--- src/rtl/mux4_pkg.sv ---
`default_nettype none
// ============================================================================
// Module      : mux4_pkg
// Description : Shared types and helpers for the 4-channel select sequencer
//               and the round-robin pick logic that feeds it.
//               - state_t  : sequencer states IDLE / GRANT / GAP
//               - NCH      : number of channels (4)
//               - SELW     : width of the mux select (2)
//               - onehot2  : select index -> one-hot grant vector
// Revision    : 1.0  initial release
// ============================================================================
package mux4_pkg;

    localparam int NCH  = 4;
    localparam int SELW = 2;

    typedef enum logic [1:0] {
        IDLE  = 2'd0,
        GRANT = 2'd1,
        GAP   = 2'd2
    } state_t;

    // Expand a select index into the matching one-hot grant vector.
    function automatic logic [NCH-1:0] onehot2(input logic [SELW-1:0] sel);
        logic [NCH-1:0] v;
        v      = '0;
        v[sel] = 1'b1;
        return v;
    endfunction

endpackage : mux4_pkg
`default_nettype wire

--- src/rtl/rr_pick4.sv ---
`default_nettype none
// ============================================================================
// Module      : rr_pick4
// Description : Combinational round-robin picker for four requesters.
//               Searches upward from ptr+1 (modulo 4, wrapping 3 -> 0) and
//               returns the first requesting channel, so the channel at ptr
//               itself is considered last.
// Ports       : req   in  [3:0]  per-channel request
//               ptr   in  [1:0]  last served channel
//               found out        at least one request present
//               idx   out [1:0]  winning channel (holds ptr when none found)
// Revision    : 1.0  initial release
// ============================================================================
module rr_pick4
    import mux4_pkg::*;
(
    input  logic [NCH-1:0]  req,
    input  logic [SELW-1:0] ptr,
    output logic            found,
    output logic [SELW-1:0] idx
);

    // Candidate channels in priority order: ptr+1, ptr+2, ptr+3, ptr+4(=ptr).
    // The 2-bit addition wraps naturally, giving the modulo-4 search.
    logic [SELW-1:0] w_cand [NCH];

    generate
        for (genvar g = 0; g < NCH; g++) begin : g_cand
            assign w_cand[g] = ptr + SELW'(g + 1);
        end
    endgenerate

    always_comb begin
        found = 1'b0;
        idx   = ptr;
        for (int i = 0; i < NCH; i++) begin
            if (!found && req[w_cand[i]]) begin
                found = 1'b1;
                idx   = w_cand[i];
            end
        end
    end

endmodule : rr_pick4
`default_nettype wire

--- src/rtl/mux4_rr_sel.sv ---
`default_nettype none
// ============================================================================
// Module      : mux4_rr_sel
// Description : Round-robin select sequencer for a downstream 4:1 data mux.
//               Grants one requester at a time, holds the 2-bit select stable
//               for the whole grant, ends the grant on done, on request
//               withdrawal or on a MAX_HOLD timeout, then inserts a one-cycle
//               dead gap so the mux output settles before sel can change.
// Parameters  : MAX_HOLD  max grant length in cycles, 0 = unlimited (0..255)
// Ports       : clk        in        rising-edge clock
//               rst_n      in        asynchronous active-low reset
//               req        in  [3:0] per-channel request
//               done       in        holder finished (looked at in GRANT only)
//               sel        out [1:0] registered mux select
//               gnt        out [3:0] registered one-hot grant
//               gnt_valid  out       high exactly while in GRANT
//               timeout    out       one-cycle pulse on forced release
// Revision    : 1.0  initial release
// ============================================================================
module mux4_rr_sel
    import mux4_pkg::*;
#(
    parameter int MAX_HOLD = 16
)
(
    input  logic            clk,
    input  logic            rst_n,
    input  logic [NCH-1:0]  req,
    input  logic            done,
    output logic [SELW-1:0] sel,
    output logic [NCH-1:0]  gnt,
    output logic            gnt_valid,
    output logic            timeout
);

    // Counter value seen during the last permitted grant cycle. The first
    // grant cycle sees 0, so a limit of H ends the grant after H cycles.
    localparam logic       c_HOLD_EN   = (MAX_HOLD != 0);
    localparam logic [7:0] c_HOLD_LAST = (MAX_HOLD == 0) ? 8'd0 : 8'(MAX_HOLD - 1);
    localparam logic [7:0] c_CNT_MAX   = 8'hFF;

    state_t          state_q,     state_d;
    logic [SELW-1:0] ptr_q,       ptr_d;
    logic [7:0]      cnt_q,       cnt_d;
    logic [SELW-1:0] sel_q,       sel_d;
    logic [NCH-1:0]  gnt_q,       gnt_d;
    logic            gnt_valid_q, gnt_valid_d;
    logic            timeout_q,   timeout_d;

    logic            w_found;
    logic [SELW-1:0] w_idx;
    logic            w_req_held;
    logic            w_limit;

    rr_pick4 u_pick (
        .req   (req),
        .ptr   (ptr_q),
        .found (w_found),
        .idx   (w_idx)
    );

    // Holder still requesting; sel_q is the granted channel during GRANT.
    assign w_req_held = req[sel_q];
    assign w_limit    = c_HOLD_EN && (cnt_q == c_HOLD_LAST);

    always_comb begin
        state_d     = state_q;
        ptr_d       = ptr_q;
        cnt_d       = cnt_q;
        sel_d       = sel_q;
        gnt_d       = gnt_q;
        gnt_valid_d = gnt_valid_q;
        timeout_d   = 1'b0;

        case (state_q)
            IDLE: begin
                gnt_d       = '0;
                gnt_valid_d = 1'b0;
                if (w_found) begin
                    state_d     = GRANT;
                    sel_d       = w_idx;
                    ptr_d       = w_idx;
                    gnt_d       = onehot2(w_idx);
                    gnt_valid_d = 1'b1;
                    cnt_d       = 8'd0;
                end
            end

            GRANT: begin
                // Saturate so an unlimited grant never wraps the counter.
                if (cnt_q != c_CNT_MAX) begin
                    cnt_d = cnt_q + 8'd1;
                end
                if (done || !w_req_held || w_limit) begin
                    state_d     = GAP;
                    gnt_d       = '0;
                    gnt_valid_d = 1'b0;
                    // Only a release caused solely by the limit is a timeout;
                    // done or a withdrawn request in the same cycle wins.
                    timeout_d   = w_limit && !done && w_req_held;
                end
            end

            GAP: begin
                // sel deliberately kept so the mux input does not change yet.
                state_d     = IDLE;
                gnt_d       = '0;
                gnt_valid_d = 1'b0;
            end

            default: begin
                state_d     = IDLE;
                gnt_d       = '0;
                gnt_valid_d = 1'b0;
            end
        endcase
    end

    // ptr resets to 3 so channel 0 is the first to win.
    always_ff @(posedge clk or negedge rst_n) begin
        if (!rst_n) begin
            state_q     <= IDLE;
            ptr_q       <= 2'd3;
            cnt_q       <= 8'd0;
            sel_q       <= 2'd0;
            gnt_q       <= '0;
            gnt_valid_q <= 1'b0;
            timeout_q   <= 1'b0;
        end else begin
            state_q     <= state_d;
            ptr_q       <= ptr_d;
            cnt_q       <= cnt_d;
            sel_q       <= sel_d;
            gnt_q       <= gnt_d;
            gnt_valid_q <= gnt_valid_d;
            timeout_q   <= timeout_d;
        end
    end

    assign sel       = sel_q;
    assign gnt       = gnt_q;
    assign gnt_valid = gnt_valid_q;
    assign timeout   = timeout_q;

endmodule : mux4_rr_sel
`default_nettype wire

--- config.mk ---
export PLATFORM = sky130hd
export DESIGN_NAME = mux4_rr_sel
export DESIGN_NICKNAME = d
export VERILOG_FILES = /design/src/rtl/mux4_pkg.sv /design/src/rtl/rr_pick4.sv /design/src/rtl/mux4_rr_sel.sv
export SDC_FILE = /design/constraint.sdc
export NUM_CORES = 1
export LEC_CHECK = 0
export ABC_AREA = 1
export CAP_MARGIN = 25
export CORE_MARGIN = 1
export CORE_UTILIZATION = 55
export DETAILED_ROUTE_END_ITERATION = 6
export GPL_ROUTABILITY_DRIVEN = 0
export HOLD_SLACK_MARGIN = 0.08
export PLACE_DENSITY = 0.83
export SETUP_SLACK_MARGIN = 0.02
export SYNTH_ARGS = -nofsm -noshare
export SYNTH_HDL_FRONTEND = slang
export SYNTH_SLANG_ARGS = --single-unit
--- constraint.sdc ---
create_clock -name clk -period 2.14 [get_ports clk]
set_clock_uncertainty 0.15 [all_clocks]
set_input_delay 0.428 -clock clk [delete_from_list [all_inputs] [get_ports clk]]
set_output_delay 0.428 -clock clk [all_outputs]
set_load 0.05 [all_outputs]
==> metrics.cfg <==
[yosys]
yosysTopAreaCell = dfrtp_1
synth_area_leaders = dfrtp_1 (34%), nand2_1 (19%), nand2_2 (7.7%)
ys_types = 28
synth_top_family_by_area = simple AND/OR/NAND/NOR gates
yosys.area_share.simple_pct = 44.3
synth_top_area_share_pct = 34.5
synthCells = 174
syn_avg_cell_area_sq_um = 7.51
synth_compound_area_share_pct = 7.57
ys_ff_latch = 20
synthMuxAreaShare_pct = 0
syn_area_sq_mm = 0.00131
synthAdderAreaFrac_pct = 0.958
yosys.area_share.xor_xnor_pct = 3.35
synth-seq-area-share_pct = 38.5
synth_warnings = 0
synth_nets = 182

[detailed_routing]
met3_length_um = 99
wl_mm = 2.81
highest_layer = met4
drt-met1-wl_mm = 1.32
drtAntennaViolNets = 0
drt_pre_antenna_iters = 4
wire_per_inst_um = 12.6
met2_length_mm = 1.34
viasPerCell = 5.43
drtIter0Drc = 30
drc_errors = 0
vias = 1210

[die]
die_w_um = 50.7
die_y_um = 50.7
die_area_sq_mm = 0.00257
row_count = 17
initial_core_util_pct = 58.5
core_area_sq_mm = 0.00223
io_pins = 15

[worst_setup_path]
path_max_fanout = 2
path_class = reg2out
crit_family = buffers and inverters
critPathMaxStageDelay_ps = 810
cp_data_arrival_time_ps = 1510
critPathBufInv = 1
endpoint_kind = primary output
cp-start-kind = register
cp.required_ps = 1560
worstPathCellList = clkdlybuf4s50_1
crit_slowest_cell = clkdlybuf4s50_1

[sta]
hold_viol_final = 0
max_freq_mhz = 480
slew_headroom_pct = 66.1
slew_violations = 0
finalCritPeriodShare_pct = 97.4
setup_viol = 0
tightest_slew_ps = 507
fin_crit_ps = 2090
rsz0062_at_grt = false

[finish]
finalInstanceArea_sq_mm = 0.00156
fin_nets = 204
areaGrowthSynthToFinish_pct = 19.7
drive_gt1_share_pct = 23.6
diodes = 0
finalNonFillerCells = 223

[min_path]
hold_class = in2async

[clock_tree]
cts_tree = built
clk_pin_slew_ps = 120
postCtsHoldBufs = 0
insertion_delay_ps = 310
clockBufferDepth = 2
clockRootBuffer = clkbuf_4
h-tree-depth = 1
cts.sinks = 20
cts_inserted_buffers = 3

[place]
dp.cells = 216
post_dp_cell_area_sq_mm = 0.00147
port_buffers = 14
hpwl_mm = 2.06

[run]
drv_cap = 0

[global_routing]
grt_max_degree = 21
grt_overflow = 0
grt_pass1_vias = 1052
grtUsageTotal_pct = 24.1
antenna_found_initial = 0
grt_first_pass_wirelength_mm = 4.57

[power]
vdd_drop_max_mv = 1.20
p_per_area_mw_per_mm2 = 1630
leakage_nw = 0.801

[run_status]
status = finished clean

==> synth_stat cells <==
library cell / number
nor3_1: 2
nor2_2: 1
ha_1: 1
nand2_2: 16
dfrtp_1: 18
o21ai_1: 6
nand2_4: 2
inv_4: 1
nor2_8: 1
a31oi_1: 1
xnor2_1: 2
nor2_1: 6
nand2_1: 65
nand3_1: 16
nand3_2: 1
nand4_1: 5
clkinv_1: 1
or2_2: 3
a21oi_1: 1
nand4_2: 1
a211oi_2: 1
dfstp_2: 2
buf_6: 2
xor2_1: 3
o21ai_2: 4
inv_1: 6
o21ai_0: 2
inv_2: 4
==> routing by layer <==
layer  GRT usage, %  up-vias
li1               -      604
met1           31.6      561
met2           41.1       39
met3           2.73        6
met4           8.33        0
met5              0        -
==> state kept, by name, indices dropped and copies added (netlist names) <==
register	cells
ptr_q	2
cnt_q	8
timeout	1
gnt	4
gnt_valid	1
sel	2
state_q	2
==> where the power goes <==
part,switching (mW),internal (mW),total (mW)
Sequential,0.111,0.506,0.616
Combinational,1.08,0.536,1.62
Clock,0.119,0.189,0.309
Total,1.31,1.23,2.54
==> through the flow <==
step                worst slack [ps]  util [%]  total power, mW  setup TNS [ps]  hold slack, ps
floorplan                        411         -             1.81               0           -17.6
global placement                11.2      66.0             2.06               0             334
detailed placement             -70.3      66.0             2.12            -204             356
CTS                             27.7      68.3             2.44               0             299
global route                    26.1      70.0             2.72               0             314
finish                          54.6      70.0             2.54               0             289
==> layout by cell type (no fill, tap or decap), types with 4 or more instances in the layout <==
master           synthesis  final
nand2_1                 65     65
inv_1                    6      6
o21ai_2                  4      4
nor2_1                   6      6
nand3_1                 16     16
nand4_1                  5      5
o21ai_1                  6      6
dfrtp_1                 18     18
inv_2                    4      4
nand2_2                 16     16
clkdlybuf4s50_1          0     12
==> worst paths after layout <==
kind / startpoint / endpoint / slack [ps] / depth (start not counted)
max reg2reg: ptr_q[0]$_DFFE_PN1P_ / gnt[3]$_DFFE_PN0P_ / 160 / 11
max: gnt[1]$_DFFE_PN0P_ / gnt[1] / 50 / 1
min reg2reg: ptr_q[1]$_DFFE_PN1P_ / ptr_q[1]$_DFFE_PN1P_ / 380 / 2
min: rst_n / cnt_q[2]$_DFFE_PN0P_ / 290 / 2
max in group asynchronous: rst_n / ptr_q[1]$_DFFE_PN1P_ / 1260 / 2
min in group clk: ptr_q[1]$_DFFE_PN1P_ / ptr_q[1]$_DFFE_PN1P_ / 380 / 2
==> area by class of cell <==
cell class                      count  area (sq um)
Clock inverter                      1          30.0
Fill cell                         190           669
Multi-Input combinational cell    140           733
Clock buffer                        3          22.5
Timing Repair Buffer               19           193
Tap cell                           28          35.0
Sequential cell                    20           503
Inverter                           12          47.5
==> kinds of logic (layout without fill, tap and decap cells) <==
| logic type | Yosys count | in the layout |
|---|---|---|
| AOI/OAI and AO/OA | 15 | 15 |
| xor gates and xnor gates | 5 | 5 |
| adders and majority gates | 1 | 1 |
| buffers and inverters | 14 | 35 |
| DFF | 20 | 20 |
| and+or+nand+nor | 119 | 119 |
==> repair_timing <==
item	CTS	global route
setup endpoints to repair	0	12
buffers inserted	0	3
gates resized for setup	0	2
(Power assumes the default switching activity.)
